### src/rtl/dep_vector_gen.sv
// Builds one dependency-table row per allocated instruction and rewrites
// the whole table, one row per cycle, after each retire.
module dep_vector_gen #(
  parameter int bs = 16,
  parameter int rw = 5
) (
  input  logic                   clk,
  input  logic                   rst,
  input  logic                   in_valid,
  output logic                   in_ready,
  input  logic [rw-1:0]          in_rd,
  input  logic [rw-1:0]          in_rs1,
  input  logic [rw-1:0]          in_rs2,
  input  logic                   in_rd_we,
  input  logic                   retire_valid,
  input  logic [$clog2(bs)-1:0]  retire_index,
  output logic                   retire_ready,
  output logic [$clog2(bs)-1:0]  buffer_index,
  output logic [bs-1:0]          current_idt,
  output logic                   idt_we,
  output logic [$clog2(bs):0]    occupancy,
  output logic                   full
);

  localparam int iw = $clog2(bs);

  typedef enum logic {IDLE, SWEEP} state_t;

  state_t state, state_nx;

  logic [bs-1:0] vld;
  logic [bs-1:0] wr;
  logic [rw-1:0] rd_q  [bs];
  logic [rw-1:0] rs1_q [bs];
  logic [rw-1:0] rs2_q [bs];
  logic [bs-1:0] dep   [bs];
  logic [bs-1:0] dep_clr [bs];

  logic [iw-1:0] ptr;
  logic [iw-1:0] free_idx;
  logic [bs-1:0] new_row;
  logic          alloc;
  logic          ret;
  logic          ret_hit;

  assign full         = occupancy == (iw+1)'(bs);
  assign retire_ready = state == IDLE;
  assign in_ready     = (state == IDLE) && !full && !retire_valid;
  assign alloc        = in_valid && in_ready;
  assign ret          = retire_valid && retire_ready;
  assign ret_hit      = ret && vld[retire_index];

  always_comb begin
    free_idx = '0;
    for (int j = bs - 1; j >= 0; j--)
      if (!vld[j]) free_idx = iw'(j);
  end

  // x0 never carries a dependency, so every match is qualified on nonzero.
  always_comb begin
    new_row = '0;
    for (int j = 0; j < bs; j++) begin
      new_row[j] = vld[j] && (
        (wr[j] && rd_q[j] != '0 &&
          (rd_q[j] == in_rs1 || rd_q[j] == in_rs2)) ||
        (wr[j] && in_rd_we && in_rd != '0 && rd_q[j] == in_rd) ||
        (in_rd_we && in_rd != '0 &&
          (in_rd == rs1_q[j] || in_rd == rs2_q[j])));
    end
  end

  // Empty rows stay all ones; only live rows lose the retired column.
  always_comb begin
    for (int k = 0; k < bs; k++) begin
      dep_clr[k] = dep[k];
      if (k == int'(retire_index))
        dep_clr[k] = '1;
      else if (vld[k])
        dep_clr[k][retire_index] = 1'b0;
    end
  end

  always_comb begin
    state_nx = state;
    unique case (state)
      IDLE:    if (ret_hit) state_nx = SWEEP;
      SWEEP:   if (ptr == iw'(bs - 1)) state_nx = IDLE;
      default: state_nx = IDLE;
    endcase
  end

  always_ff @(posedge clk) begin
    if (rst) state <= IDLE;
    else     state <= state_nx;
  end

  always_ff @(posedge clk) begin
    if (rst) begin
      vld          <= '0;
      wr           <= '0;
      ptr          <= '0;
      idt_we       <= 1'b0;
      buffer_index <= '0;
      current_idt  <= '1;
      occupancy    <= '0;
      for (int k = 0; k < bs; k++) begin
        dep[k]   <= '1;
        rd_q[k]  <= '0;
        rs1_q[k] <= '0;
        rs2_q[k] <= '0;
      end
    end else begin
      idt_we <= 1'b0;
      if (alloc) begin
        vld[free_idx]   <= 1'b1;
        wr[free_idx]    <= in_rd_we;
        rd_q[free_idx]  <= in_rd;
        rs1_q[free_idx] <= in_rs1;
        rs2_q[free_idx] <= in_rs2;
        dep[free_idx]   <= new_row;
        buffer_index    <= free_idx;
        current_idt     <= new_row;
        idt_we          <= 1'b1;
        occupancy       <= occupancy + 1'b1;
      end else if (ret_hit) begin
        vld[retire_index] <= 1'b0;
        for (int k = 0; k < bs; k++)
          dep[k] <= dep_clr[k];
        buffer_index <= '0;
        current_idt  <= dep_clr[0];
        idt_we       <= 1'b1;
        ptr          <= iw'(1);
        occupancy    <= occupancy - 1'b1;
      end else if (state == SWEEP) begin
        buffer_index <= ptr;
        current_idt  <= dep[ptr];
        idt_we       <= 1'b1;
        ptr          <= ptr + 1'b1;
      end
    end
  end

endmodule
### config.mk
export PLATFORM = sky130hd
export DESIGN_NAME = dep_vector_gen
export DESIGN_NICKNAME = d
export VERILOG_FILES = /design/src/rtl/dep_vector_gen.sv
export SDC_FILE = /design/constraint.sdc
export NUM_CORES = 1
export LEC_CHECK = 0
export BUFFER_PORTS_ARGS = -buffer_cell sky130_fd_sc_hd__clkbuf_2
export CORE_ASPECT_RATIO = 1.25
export CORE_MARGIN = 3
export CORE_UTILIZATION = 30
export CTS_CLUSTER_DIAMETER = 100
export DETAILED_ROUTE_END_ITERATION = 6
export GPL_TIMING_DRIVEN = 0
export MAX_ROUTING_LAYER = met4
export PLACE_DENSITY = 0.45
export SLEW_MARGIN = 25
export SYNTH_ARGS = -nofsm -noshare
export SYNTH_HDL_FRONTEND = slang
export SYNTH_SLANG_ARGS = --single-unit
### constraint.sdc
create_clock -name clk -period 4.64 [get_ports clk]
set_clock_uncertainty 0.2 [all_clocks]
set_input_delay 0.464 -clock clk [delete_from_list [all_inputs] [get_ports clk]]
set_output_delay 0.464 -clock clk [all_outputs]
set_load 0.01 [all_outputs]
Word level (Yosys, flattened, before mapping)
Memory sizes are Yosys's and may differ from the RTL's. A register that Yosys moved wholly into a read port is not among the register bits.
Index checks and enable logic that the tools add are counted.
- register bits: 63
- bits in writable memories: 496
- bits of input ports: 24
- word-level logic and storage cells: 476
- memories kept: 4
- memory list (memory ; depth ; bits a word ; rd ports ; clocked after memory_dff ; wr ports ; RTL line ; source):
    dep ; 16 ; 16 ; 17 ; 1 ; 16 ; 36 ; logic [bs-1:0] dep [bs];
    rd_q ; 16 ; 5 ; 16 ; 0 ; 16 ; 33 ; logic [rw-1:0] rd_q [bs];
    rs1_q ; 16 ; 5 ; 16 ; 0 ; 16 ; 34 ; logic [rw-1:0] rs1_q [bs];
    rs2_q ; 16 ; 5 ; 16 ; 0 ; 16 ; 35 ; logic [rw-1:0] rs2_q [bs];
- add/subtract/negate cells: 3
- order comparisons: 4
- eq/ne operators: 97
- multiplexer cells: 111
- bitwise logic cells: 37
- reductions and logical operators: 212
- operator list (operator ; number):
    16-bit two-way mux ; 54
    5-bit == test ; 80
    16-bit bitwise AND ; 17
    1-bit logical AND ; 120
    4-bit two-way mux ; 27
    5-bit nonzero test ; 17
    1-bit logical OR ; 64
    4-bit == test (first input constant) ; 8
    5-bit two-way mux ; 5
    1-bit two-way mux ; 20
    16-bit bitwise mux ; 1
    3-bit by 4-bit == test with 1-bit output (first input constant) ; 4
    16-bit NOT ; 1
    1-bit bitwise OR ; 16
    16-bit bitwise OR ; 1
    16-bit OR reduction ; 1
    5-bit OR reduction ; 3
    4-bit by 5-bit < comparator with 1-bit output (second input constant) ; 2
    1-bit demux with 4-bit select ; 2
    2-bit by 4-bit == test with 1-bit output (first input constant) ; 2
    4-bit by 1-bit >= comparator with 1-bit output (second input constant) ; 2
    5-bit by 1-bit adder with 5-bit output (second input constant) ; 1
    5-bit == test (second input constant) ; 1
    5-bit by 1-bit subtractor with 5-bit output (second input constant) ; 1
    11 further kinds ; 14

Depth between registers and ports, before layout
- depth after elaboration: 22
- gate-level depth with buffers: 12
- gate-level depth less buffers: 9

Worst setup path before layout
No wires, ideal clock.
- kind: register to register
- start: reg vld[2]
- end: mem dep[13][0], enable pin
- arrival time: 3.256 ns
- required time: 4.065 ns
- setup slack: 0.809 ns
- stages on the path, launching flop included: 7
- buffers on the path: 1
- clock period less this slack: 3.831 ns
- cells stage by stage: dfxtp_1 -> clkbuf_1 -> o211ai_1 -> a32oi_2 -> o21ai_1 -> o21ai_0 -> nand2b_1
- RTL lines (item ; RTL line ; source):
    from (decl) ; 31 ; logic [bs-1:0] vld;
    from (signal assigned) ; 99 ; vld <= '0;
    from (signal, indexed assignment) ; 115 ; vld[free_idx] <= 1'b1;
    from (signal, indexed assignment) ; 126 ; vld[retire_index] <= 1'b0;
    to (decl) ; 36 ;

==> impl_metrics.yaml <==
detailed_routing:
  antenna_left: 0
  drt_pass1_iterations: 6
  via_per_inst: 5.732
  wl_mm: 137.5
  drt_iter0_markers: 2469
  avgRoutedWirePerCell_um: 32.12
  vias: 24540
  drc: 0
logic_synthesis:
  synth_edf_count: 496
  synth_flop_cell: "edfxtp_1"
  synthCells: 2771
  avgSynthCellArea_um2: 11.31
  synth.distinct_cells: 73
  syn-num-nets: 2800
  yosys_warnings: 0
  synth_commonest_cells: "edfxtp_1, nand2_1, a22oi_1"
  synth_seq_cells: 563
  ys_top_cells_by_area: "edfxtp_1, a22oi_1, xnor2_1"
  synth.most_common_cell: "edfxtp_1"
  synth_top_area_frac: 0.4752
  ys_seq_area_frac: 0.5180
  ys_async_sr_fraction: 0
  synth_area_um2: 31340
  synth_largest_area_cell: "edfxtp_1"
status:
  violations: "negative setup slack"
  outcome: "complete, but fails checks"
place:
  pre_cts_slack_ns: 0.01767
  gp_congestion: 0.9623
  dp.cells: 4162
  portBuffers: 41
  dp_hpwl_mm: 101.8
floorplanning:
  core_um2: 102900
  pin_count: 53
  die_h_um: 367.4
  die-width_um: 295.1
  start_util: 0.3045
  row_count: 131
  dieArea_um2: 108400
global_route:
  grtUsageTotal: 0.2551
  grt_start_max_net_pins: 17
  gr-total-overflow: 0
  antenna_found_initial: 3
  grt_pass1_wl_mm: 190.4
  grt_pass1_vias: 24260
final_layout:
  final_nets: 2924
  syn_to_final_growth_pct: 13.45
  instances_no_fill: 4281
  fillers: 10260
  drive_gt1_frac: 0.1537
job:
  drv_cap: 0
cts:
  cts_root_buf: "clkbuf_16"
  cts_buffers: 61
  clkLatencyLatePin_ns: 0.67
  cts_resized: 0
  htree_levels: 2
  cts.sinks: 563
  cts_buffer_depth: 3
  cts-hold-fix-buffers: 0
  cts_setup_buffers: 0
  cts_tree: "yes"
  cts.clk_slew.worst_paths_ns: 0.06
timing:
  slew_headroom: 0.2255
  clock.fmax_mhz: 212.7
  finalCriticalPeriod_ns: 4.702
  fin_crit_sh: 1.013
  hold_viol_final: 0
  rsz0062_at_grt: "no"
  layout_setup_ws_ns: -0.06213
  whs_ns: 0.2784
  tightest_slew_ns: 1.162
  finalSetupViolCount: 2
  slew_viol_final: 0
critical_path:
  path_max_fanout: 11
  crit_required_ns: 4.96
  start_kind: "flip-flop"
  worstSetupPathType: "reg -> reg"
  cp_data_arrival_time_ns: 5.02
  end_kind: "flip-flop"
pwr:
  vdd_drop_max_mv: 0.2857
  cellPowerDensity_nw_per_um2: 346.5
  leakage_nw: 12.29
hold_path:
  hp-class: "reg -> reg"
==> placed cells by master (no fill, tap or decap), types with 9 or more instances in the layout <==
cell type / instances
buf_4: 30
inv_1: 24
nor3_2: 14
clkbuf_2: 47
mux4_2: 64
o22ai_1: 14
buf_1: 9
xor2_1: 198
or4_1: 14
xnor2_1: 206
o21ai_1: 9
a21oi_1: 68
clkinv_1: 11
nor3_1: 62
clkinv_2: 13
a22oi_1: 262
nand2_1: 306
buf_2: 137
o211ai_1: 15
nor2_1: 68
nand4_1: 77
mux2i_1: 29
o21ai_0: 45
and2_1: 256
a31oi_1: 11
clkbuf_16: 63
a32oi_1: 14
edfxtp_1: 496
dfxtp_1: 67
clkbuf_1: 107
nand3_1: 26
==> layer usage <==
metal	vias to the layer above	wire [um]	track usage
li1	10440	-	-
met5	-	0	-
met1	12460	52380	0.2969
met2	1237	66060	0.4167
met3	396	9365	0.04246
met4	0	9713	0.1457
==> sequential cells by signal, indices dropped and copies added, names as in the netlist, named ones only <==
signal        cells
dep             256
vld              16
rd_q             80
wr               16
current_idt      16
ptr               4
rs1_q            80
state             1
buffer_index      4
idt_we            1
rs2_q            80
occupancy         5
==> worst max-delay path, stage by stage (launching register included) <==
cell and delay, ns:
dfxtp_1 0.30, buf_2 0.49, buf_1 0.86, buf_1 0.88, mux4_2 0.42, a22oi_1 0.58, o21ai_0 0.32, a221oi_1 0.34
nand3_1 0.13
==> cell type report <==
class	instances	area, um2	share of cell area
Inverter	28	105.1	0.002956
Buffer	260	1250	0.03515
Multi-Input combinational cell	1920	13960	0.3927
Antenna cell	3	7.507	0.0002111
Clock inverter	29	217.7	0.006122
Clock buffer	87	1727	0.04856
Tap cell	1330	1664	0.04680
Timing Repair Buffer	61	389.1	0.01094
Sequential cell	563	16240	0.4566
==> report_power, final <==
group	internal (mW)	switching [mW]	total, mW
combinational	0.491	1.05	1.54
clock	2.74	2.19	4.93
sequential	5.70	0.161	5.86
==> path summary, 6_finish.rpt <==
path	start	to	slack, ns	depth (start not counted)
setup / recovery	flip-flop	current_idt[1]	-0.06	8
hold / removal	wr[11]	wr[11]	0.28	1
setup reg to reg	flip-flop	current_idt[1]	-0.06	8
hold reg to reg	wr[11]	wr[11]	0.28	1
==> cells by family after synthesis <==
group,synth area share
and+or+nand+nor,0.1469
AOI/OAI and AO/OA,0.1208
buffers and inverters,0.04319
DFF,0.5180
xor gates and xnor gates,0.1129
adders and majority gates,0.002236
muxes,0.05597
==> metrics by stage <==
stage	util	setup TNS, ns	cell area (um2)	power (mW)
2_1_floorplan	-	0	31340	6.820
3_3_place_gp	0.3227	-131.41	33210	7.431
3_5_place_dp	0.3263	0	33580	7.486
4_1_cts	0.3451	0	35530	12.36
5_1_grt	0.3454	0	35550	12.66
6_report	0.3455	-0.09103	35560	12.32
No activity file was read; power rests on OpenSTA's default activity.
